==> src/rtl/comparator_pkg.sv <==
// comparator_pkg: shared result encoding and FSM states for the comparator family
package comparator_pkg;
    localparam logic [2:0] CMP_LT   = 3'b100;
    localparam logic [2:0] CMP_EQ   = 3'b010;
    localparam logic [2:0] CMP_GT   = 3'b001;
    localparam logic [2:0] CMP_NONE = 3'b000;
    typedef enum logic {ST_IDLE, ST_SHIFT} state_t;
endpackage

==> src/rtl/comparator_bit.sv <==
// comparator_bit: combinational single-bit magnitude compare cell
module comparator_bit (
    input  logic a,
    input  logic b,
    output logic lt,
    output logic eq,
    output logic gt
);
    assign lt = ~a & b;
    assign eq = ~(a ^ b);
    assign gt = a & ~b;
endmodule

==> src/rtl/serial_comparator.sv <==
// serial_comparator: MSB-first bit-serial magnitude comparator with start/busy/done handshake
module serial_comparator
    import comparator_pkg::*;
#(
    parameter int WIDTH = 8
) (
    input  logic             clk,
    input  logic             rst,
    input  logic             start,
    input  logic             signed_mode,
    input  logic [WIDTH-1:0] a,
    input  logic [WIDTH-1:0] b,
    output logic             busy,
    output logic             done,
    output logic [0:2]       y
);
    localparam int IW = $clog2(WIDTH);
    state_t           state, state_n;
    logic [WIDTH-1:0] a_r, a_n, b_r, b_n;
    logic             mode_r, mode_n, done_n;
    logic [IW-1:0]    idx, idx_n;
    logic [0:2]       y_n;
    logic             lt, eq, gt, lt_f;

    comparator_bit u_bit (.a(a_r[idx]), .b(b_r[idx]), .lt(lt), .eq(eq), .gt(gt));

    // A set sign bit marks the negative, hence smaller, operand.
    assign lt_f = (mode_r && idx == IW'(WIDTH - 1)) ? gt : lt;
    assign busy = (state == ST_SHIFT);

    always_comb begin
        state_n = state;
        a_n     = a_r;
        b_n     = b_r;
        mode_n  = mode_r;
        idx_n   = idx;
        y_n     = y;
        done_n  = 1'b0;
        if (state == ST_IDLE) begin
            if (start) begin
                a_n     = a;
                b_n     = b;
                mode_n  = signed_mode;
                idx_n   = IW'(WIDTH - 1);
                state_n = ST_SHIFT;
            end
        end else if (!eq || idx == '0) begin
            y_n     = !eq ? (lt_f ? CMP_LT : CMP_GT) : CMP_EQ;
            done_n  = 1'b1;
            state_n = ST_IDLE;
        end else begin
            idx_n = idx - 1'b1;
        end
    end

    always_ff @(posedge clk) begin
        if (rst) begin
            state  <= ST_IDLE;
            a_r    <= '0;
            b_r    <= '0;
            mode_r <= 1'b0;
            idx    <= '0;
            y      <= CMP_NONE;
            done   <= 1'b0;
        end else begin
            state  <= state_n;
            a_r    <= a_n;
            b_r    <= b_n;
            mode_r <= mode_n;
            idx    <= idx_n;
            y      <= y_n;
            done   <= done_n;
        end
    end
endmodule

==> config.mk <==
export PLATFORM = sky130hd
export DESIGN_NAME = serial_comparator
export DESIGN_NICKNAME = d
export VERILOG_FILES = /design/src/rtl/comparator_pkg.sv /design/src/rtl/comparator_bit.sv /design/src/rtl/serial_comparator.sv
export SDC_FILE = /design/constraint.sdc
export NUM_CORES = 1
export LEC_CHECK = 0
export BUFFER_PORTS_ARGS = -buffer_cell sky130_fd_sc_hd__buf_2
export CORE_MARGIN = 1.5
export CORE_UTILIZATION = 45
export DETAILED_ROUTE_END_ITERATION = 12
export PLACE_DENSITY = 0.69
export SYNTH_ARGS = -nofsm -noshare
export SYNTH_HDL_FRONTEND = slang
export SYNTH_HIERARCHICAL = 1
export SYNTH_SLANG_ARGS = --single-unit
export TNS_END_PERCENT = 20
==> constraint.sdc <==
create_clock -name clk -period 3.2 [get_ports clk]
set_input_delay 0.64 -clock clk [delete_from_list [all_inputs] [get_ports clk]]
set_output_delay 0.64 -clock clk [all_outputs]
set_load 0.005 [all_outputs]
==> results of run 1 <==
==> power by group <==
part	switching (mW)	internal (mW)
clock	0.0949	0.0468
sequential	0.0222	0.335
combinational	0.0665	0.0605
==> Yosys cell counts <==
cell / count
mux2i_1: 2
o2bb2ai_1: 1
o32ai_1: 1
mux4_1: 4
buf_6: 1
buf_4: 5
a21oi_1: 19
nand3_1: 3
a21boi_0: 1
inv_1: 6
nand2_1: 40
dfxtp_1: 25
nand2b_1: 3
clkbuf_1: 3
nand2b_4: 1
nor2b_1: 4
nor2_1: 1
ha_1: 5
a211oi_1: 2
and3_1: 1
a31oi_1: 1
buf_2: 1
a311oi_1: 2
nor3_1: 1
==> stage by stage <==
| stage | worst slack [ps] | power [mW] | hold WS, ps |
|---|---|---|---|
| 2_1_floorplan | 1280 | 0.465 | 432 |
| 3_3_place_gp | 1110 | 0.487 | 443 |
| 3_5_place_dp | 1040 | 0.493 | 445 |
| 4_1_cts | 1010 | 0.632 | 464 |
| 5_1_grt | 861 | 0.665 | 485 |
| 6_report | 1020 | 0.626 | 463 |
==> cell type report <==
| class | count | share of cell area |
|---|---|---|
| tap | 30 | 0.0289 |
| multi-input combinational | 92 | 0.449 |
| clock inverter | 1 | 0.00385 |
| timing repair buffer | 25 | 0.0982 |
| clock buffer | 3 | 0.0173 |
| sequential | 25 | 0.385 |
| inverter | 6 | 0.0173 |
==> worst paths after layout <==
path,from,endpoint,cells past startpoint
setup / recovery,idx[1],y[2],7
hold / removal,b_r[1],b_r[1],2
setup reg to reg,idx[1],y[2],7
hold reg to reg,b_r[1],b_r[1],2
==> registers in the layout, indices dropped and copies added (netlist names) <==
signal  cells
a_r         8
b_r         8
busy        1
done        1
idx         3
mode_r      1
y           3
==> worst min-delay path, stage by stage (launching register included) <==
cell	delay, ps
dfxtp_1	330
nand2_1	50
a21oi_1	50
==> cells by family (layout without fill, tap and decap cells) <==
kind of cell	after synthesis	after routing	share of synthesized area
simple gates	54	54	0.203
flops	25	25	0.427
buf+inv	16	35	0.0747
compound gates	27	27	0.136
fa+ha+maj	5	5	0.0534
mux	6	6	0.107
==> layer usage <==
metal  vias up  wire, um
li1        488         -
met1       422       945
met2        15      1050
met3         4        67
met4         0        49
met5         -         0
==> parameters.txt, run 1 <==
Parameter                              Value

Worst setup path
  Worst Setup Start Kind    flop
  Crit-path max FO    7
  Kind of critical path    flop to flop
  Cell with the biggest individual delay on the critical path    mux4_1
  Reg2reg setup slack    1020 ps
  Setup crit end kind    flop
  CP required    about 3500 ps
  Buffers plus inverters on the worst setup path    0
  Critical Path Max Stage Delay    roughly 610 ps
  Worst EP arrival    ~2500 ps
  Critical-path cell list    mux4_1 -> nand2_1 -> nand2_1 -> ha_1 -> nor2b_1 -> nor2b_1 -> o2bb2ai_1
  Worst path top cell family by delay    multiplexers

Synthesis
  Post-synthesis average cell area    ~8.8 um^2
  Total standard cell area after synthesis    roughly 1200 um^2
  Largest cells by area after synthesis    dfxtp_1, nand2_1, mux4_1
  Most area-hungry cell type in the Yosys netlist    dfxtp_1
  Count of distinct cell types in the synthesized netlist    24
  Register area share after synthesis    0.427
  Flip-flop and latch count after synthesis    25
  Count of mapped cells out of synthesis    133
  Portion of synthesized cell area occupied by the leading cell type    0.427
  Synthesized Nets    between 150 and 200
  Count of warnings emitted by yosys    6

Routing
  Detailed-route DRC error count    0
  Total via count after detailed routing    around 930
  Routed wire length    2110 um
  Via count normalized by instance count    between 5 and 6
  Number of DRC markers after the initial detailed-route iteration    9
  Routed WL per cell    11.6 um
  TritonRoute pass-1 iters    4
  Detail Route Antenna Nets    0

Global route
  Global Route met3 Usage    0.0278
  Overall track demand over capacity in global routing    0.179
  Largest net degree at the start of global routing    28
  First-pass GRT wire length    between 3000 and 4000 um
  Vias in the first global route    between 800 and 900
  Antenna violations before repair    0
  Busiest grt layer    met2
  Met2 Use GR    0.311
  GR Overflow Total    0
  Met1 global-route usage    0.192

CTS
  Later-pin clock latency in the skew report    approximately 320 ps
  # H-tree levels    1
  Post-CTS Hold Buffers    0
  Post-CTS setup repair buffer count    0
  CTS resizes    0
  Clock-pin slew on the worst setup and hold paths    roughly 140 ps
  Cell at the root of the clock tree    clkbuf_4
  Total number of clock tree sinks    25
  Number of buffers between clock root and the deepest sink    2
  Clock buffer count from CTS    3
  TritonCTS clock tree    built

Floorplanning
  Core region area    2480 um^2
  Effective utilization at floorplan    0.473
  Rows    18
  Die outline height    about 54 um
  Die Wd    about 54 um
  Die footprint    2920 um^2
  # IOs    25

Placement
  Placed insts    between 150 and 200
  Number of port buffers    24
  HPWL after DPL    roughly 1500 um
  Post-detailed-placement cell area    around 1300 um^2
  Gp weighted congestion    roughly 0.79

Finish
  Synthesis-to-finish area growth    10.9%
  Leading cell types in the layout, fill and taps excluded    nand2_1, dfxtp_1, buf_2, a21oi_1, inv_1
  Count of nets after finishing    around 180
  Sequential cell area    between 500 and 600 um^2
  Share of layout cells above drive strength 1    0.197
  Number of inserted diodes    0
  Filler instances    between 200 and 300
  Final Instance Area    between 1000 and 1500 um^2
  Post-Route Utilization    0.525
  Most common cell after layout, fill and taps aside    nand2_1
  Final cell count without fillers    about 180
  Area used by multi-input combinational logic    between 500 and 600 um^2

STA
  Post-route setup TNS    0 ps
  Transition time at the pin with the least slew margin    about 650 ps
  Number of pins exceeding their max-slew limit in the final report    0
  Maximum clock skew at final layout    11.8 ps
  Max frequency    approximately 0.46 GHz
  Final count of negative-setup-slack endpoints    0
  Number of hold violations in the final report    0
  Tightest slew margin relative to the limit    0.568
  Setup repair after global routing missed its margin    false
  Final clock period utilization by the worst path    0.682
  Post-layout minimum cycle time    ~2200 ps

Power and ir drop
  Cell Pwr Density    between 400 and 500 nW/um^2
  Reported leakage power    0.576 nW
  Largest vdd supply drop    approximately 0.00033 V

Worst hold path
  Min-delay worst type    flop to flop

Flow run
  Max-capacitance violation count    0

Outcome
  Run status    completed
No activity file was read; power rests on OpenSTA's default activity.
==> inputs of run 2 (changes only) <==
--- a/config.mk
+++ b/config.mk
@@ -5,11 +5,12 @@
 export SDC_FILE = /design/constraint.sdc
 export NUM_CORES = 1
 export LEC_CHECK = 0
+export ABC_AREA = 1
 export BUFFER_PORTS_ARGS = -buffer_cell sky130_fd_sc_hd__buf_2
 export CORE_MARGIN = 1.5
 export CORE_UTILIZATION = 45
 export DETAILED_ROUTE_END_ITERATION = 12
-export PLACE_DENSITY = 0.69
+export PLACE_DENSITY = 0.72
 export SYNTH_ARGS = -nofsm -noshare
 export SYNTH_HDL_FRONTEND = slang
 export SYNTH_HIERARCHICAL = 1
==> constraint.sdc (replaced) <==
create_clock -name clk -period 1.9 [get_ports clk]
set_input_delay 0.38 -clock clk [delete_from_list [all_inputs] [get_ports clk]]
set_output_delay 0.38 -clock clk [all_outputs]
set_load 0.005 [all_outputs]
==> parameters.txt, run 2 <==
Parameter                              Value

Outcome
  Run status    completed

Synthesis
  Count of distinct cell types in the synthesized netlist    17
  Count of mapped cells out of synthesis    about 160
  Most instantiated library cell after synthesis    nor2_1
  Flip-flop and latch count after synthesis    25
  Predominant post-synthesis flop cell    dfxtp_1
  Most area-hungry cell type in the Yosys netlist    dfxtp_1
  Count of warnings emitted by yosys    6
  Total standard cell area after synthesis    about 1100 um^2
  Post-synthesis average cell area    between 6 and 7 um^2
  Number of enable flip-flop cells after synthesis    0
  Synthesized Nets    188
  Largest cells by area after synthesis    dfxtp_1, nor2_1, o21ai_0
  Async set or reset register ratio after synthesis    0
  Portion of synthesized cell area occupied by the leading cell type    0.439
  Register area share after synthesis    0.439
  Leading cell types by count after synthesis    nor2_1, o21ai_0, dfxtp_1

Worst setup path
  Worst EP arrival    approximately 2000 ps
  Setup crit end kind    flop
  Worst Setup Start Kind    flop
  Reg2reg setup slack    roughly 140 ps
  CP required    2160 ps
  Kind of critical path    flop to flop
  Crit-path max FO    6

Finish
  Filler instances    roughly 260
  Synthesis-to-finish area growth    17.6%
  Registers with the most flip-flops    a_r: 8 flops, b_r: 8 flops
  Most common cell after layout, fill and taps aside    nor2_1
  Count of nets after finishing    ~220
  Leading cell types in the layout, fill and taps excluded    nor2_1, o21ai_0, dfxtp_1, buf_2, nand2_1
  Final cell count without fillers    roughly 220
  Share of layout cells above drive strength 1    0.222
  Number of inserted diodes    0
  Post-Route Utilization    0.551

Routing
  Total via count after detailed routing    approximately 1,100
  Detailed-route DRC error count    0
  TritonRoute pass-1 iters    4
  Routed WL per cell    around 11 um
  Detail Route Antenna Nets    0
  Routed wire length    approximately 2300 um
  Number of DRC markers after the initial detailed-route iteration    8
  Via count normalized by instance count    between 4 and 5

STA
  Number of pins exceeding their max-slew limit in the final report    0
  Final count of negative-setup-slack endpoints    0
  Max frequency    0.568 GHz
  Setup repair after global routing missed its margin    false
  Final clock period utilization by the worst path    0.927
  Post-route setup slack    139 ps
  Number of hold violations in the final report    0
  Transition time at the pin with the least slew margin    452 ps
  Tightest slew margin relative to the limit    0.699
  Post-layout minimum cycle time    ~1800 ps
  Maximum clock skew at final layout    about 9.2 ps

Placement
  Placed insts    approximately 210
  Post-placement setup slack    -19.2 ps
  Number of port buffers    24
  HPWL after DPL    1700 um
  Gp weighted congestion    roughly 0.87

Power and ir drop
  Cell Pwr Density    around 930 nW/um^2
  Reported leakage power    about 0.63 nW
  Largest vdd supply drop    roughly 0.00053 V

Floorplanning
  Core region area    between 2000 and 2500 um^2
  Rows    18
  Effective utilization at floorplan    0.469
  Die footprint    2840 um^2
  Die Wd    around 53 um
  # IOs    25
  Die outline height    between 50 and 60 um

Global route
  Largest net degree at the start of global routing    22
  GR Overflow Total    0
  Overall track demand over capacity in global routing    0.186
  Vias in the first global route    960
  First-pass GRT wire length    3840 um
  Antenna violations before repair    0

CTS
  # H-tree levels    1
  Clock buffer count from CTS    3
  Number of buffers between clock root and the deepest sink    2
  TritonCTS clock tree    built
  Clock-pin slew on the worst setup and hold paths    between 100 and 150 ps
  Later-pin clock latency in the skew report    ~320 ps
  Cell at the root of the clock tree    clkbuf_4
  Total number of clock tree sinks    25

Worst hold path
  Min-delay worst type    input port to flop

Flow run
  Max-capacitance violation count    0
-- run 2: cell count changes in the layout (fill, tap and decap cells not counted), sizes merged, moves of 4 or more --
cell    before  now
nand2b       4    0
mux4         4    0
nor2b        4    0
nor2         1   56
nand2       40   23
a21oi       19    5
inv          6   10
o21ai        0   27
-- run 2: worst paths after layout --
| check | startpoint | endpoint | cells after the start |
|---|---|---|---|
| max reg2reg | idx[0] | y[2] | 13 |
| max | idx[0] | y[2] | 13 |
| min | rst | idx[2] | 2 |
| min reg2reg | y[2] | y[2] | 2 |
-- run 2: metrics by stage --
stage          setup TNS, ps  hold slack, ps  instance area (um^2)  power [mW]
2_1_floorplan              0             442                  1140       0.890
3_3_place_gp               0             454                  1280       0.972
3_5_place_dp           -21.2             464                  1280       0.986
4_1_cts                    0             275                  1310        1.22
5_1_grt                    0             279                  1340        1.35
6_report                   0             275                  1340        1.25
-- run 2: cells by family (layout without fill, tap and decap cells) --
family | after synthesis | in the layout | share of synthesized area
buf+inv | 15 | 41 | 0.0593
flops | 25 | 25 | 0.439
simple gates | 86 | 86 | 0.303
compound gates | 32 | 32 | 0.144
fa+ha+maj | 5 | 5 | 0.0549
-- run 2: power by group --
| group | switching [mW] | internal, mW |
|---|---|---|
| sequential | 0.0446 | 0.584 |
| clock | 0.153 | 0.0823 |
| combinational | 0.227 | 0.161 |
| total | 0.424 | 0.827 |
-- run 2: critical path: stages (launching register included) --
cell	delay (ps)
dfxtp_4	410
clkbuf_2	170
nor2_1	50
nor2_1	70
o21ai_0	70
nand2_1	70
nand2_1	50
nand2_1	80
inv_1	70
ha_4	290
nand2_1	80
nand2_1	100
nand2_1	60
a21oi_1	130
-- run 2: cell type report --
type | instances | area (um^2) | share of cell area
clock buffers | 4 | 26.3 | 0.0196
inverters | 10 | 37.5 | 0.0280
multi-input cells | 123 | 594 | 0.444
flip-flops and latches | 25 | 504 | 0.376
well taps | 30 | 37.5 | 0.0280
repair buffers | 27 | 140 | 0.105
-- run 2: what timing repair did --
action                                  in CTS  in global routing
pin swaps                                    0                  0
setup buffers                                0                  1
endpoints found under the setup margin       2                  5
hold buffers                                 0                  0
gates resized for setup                      1                  6
endpoints found under the hold margin        0                  0
-- run 2: routing by layer --
metal | vias up | track usage | share of wire
met2 | 17 | 0.319 | 0.50
met4 | 0 | 0.124 | 0.014
met1 | 492 | 0.210 | 0.46
li1 | 574 | - | -
met3 | 4 | 0.0254 | 0.030
met5 | - | 0 | 0
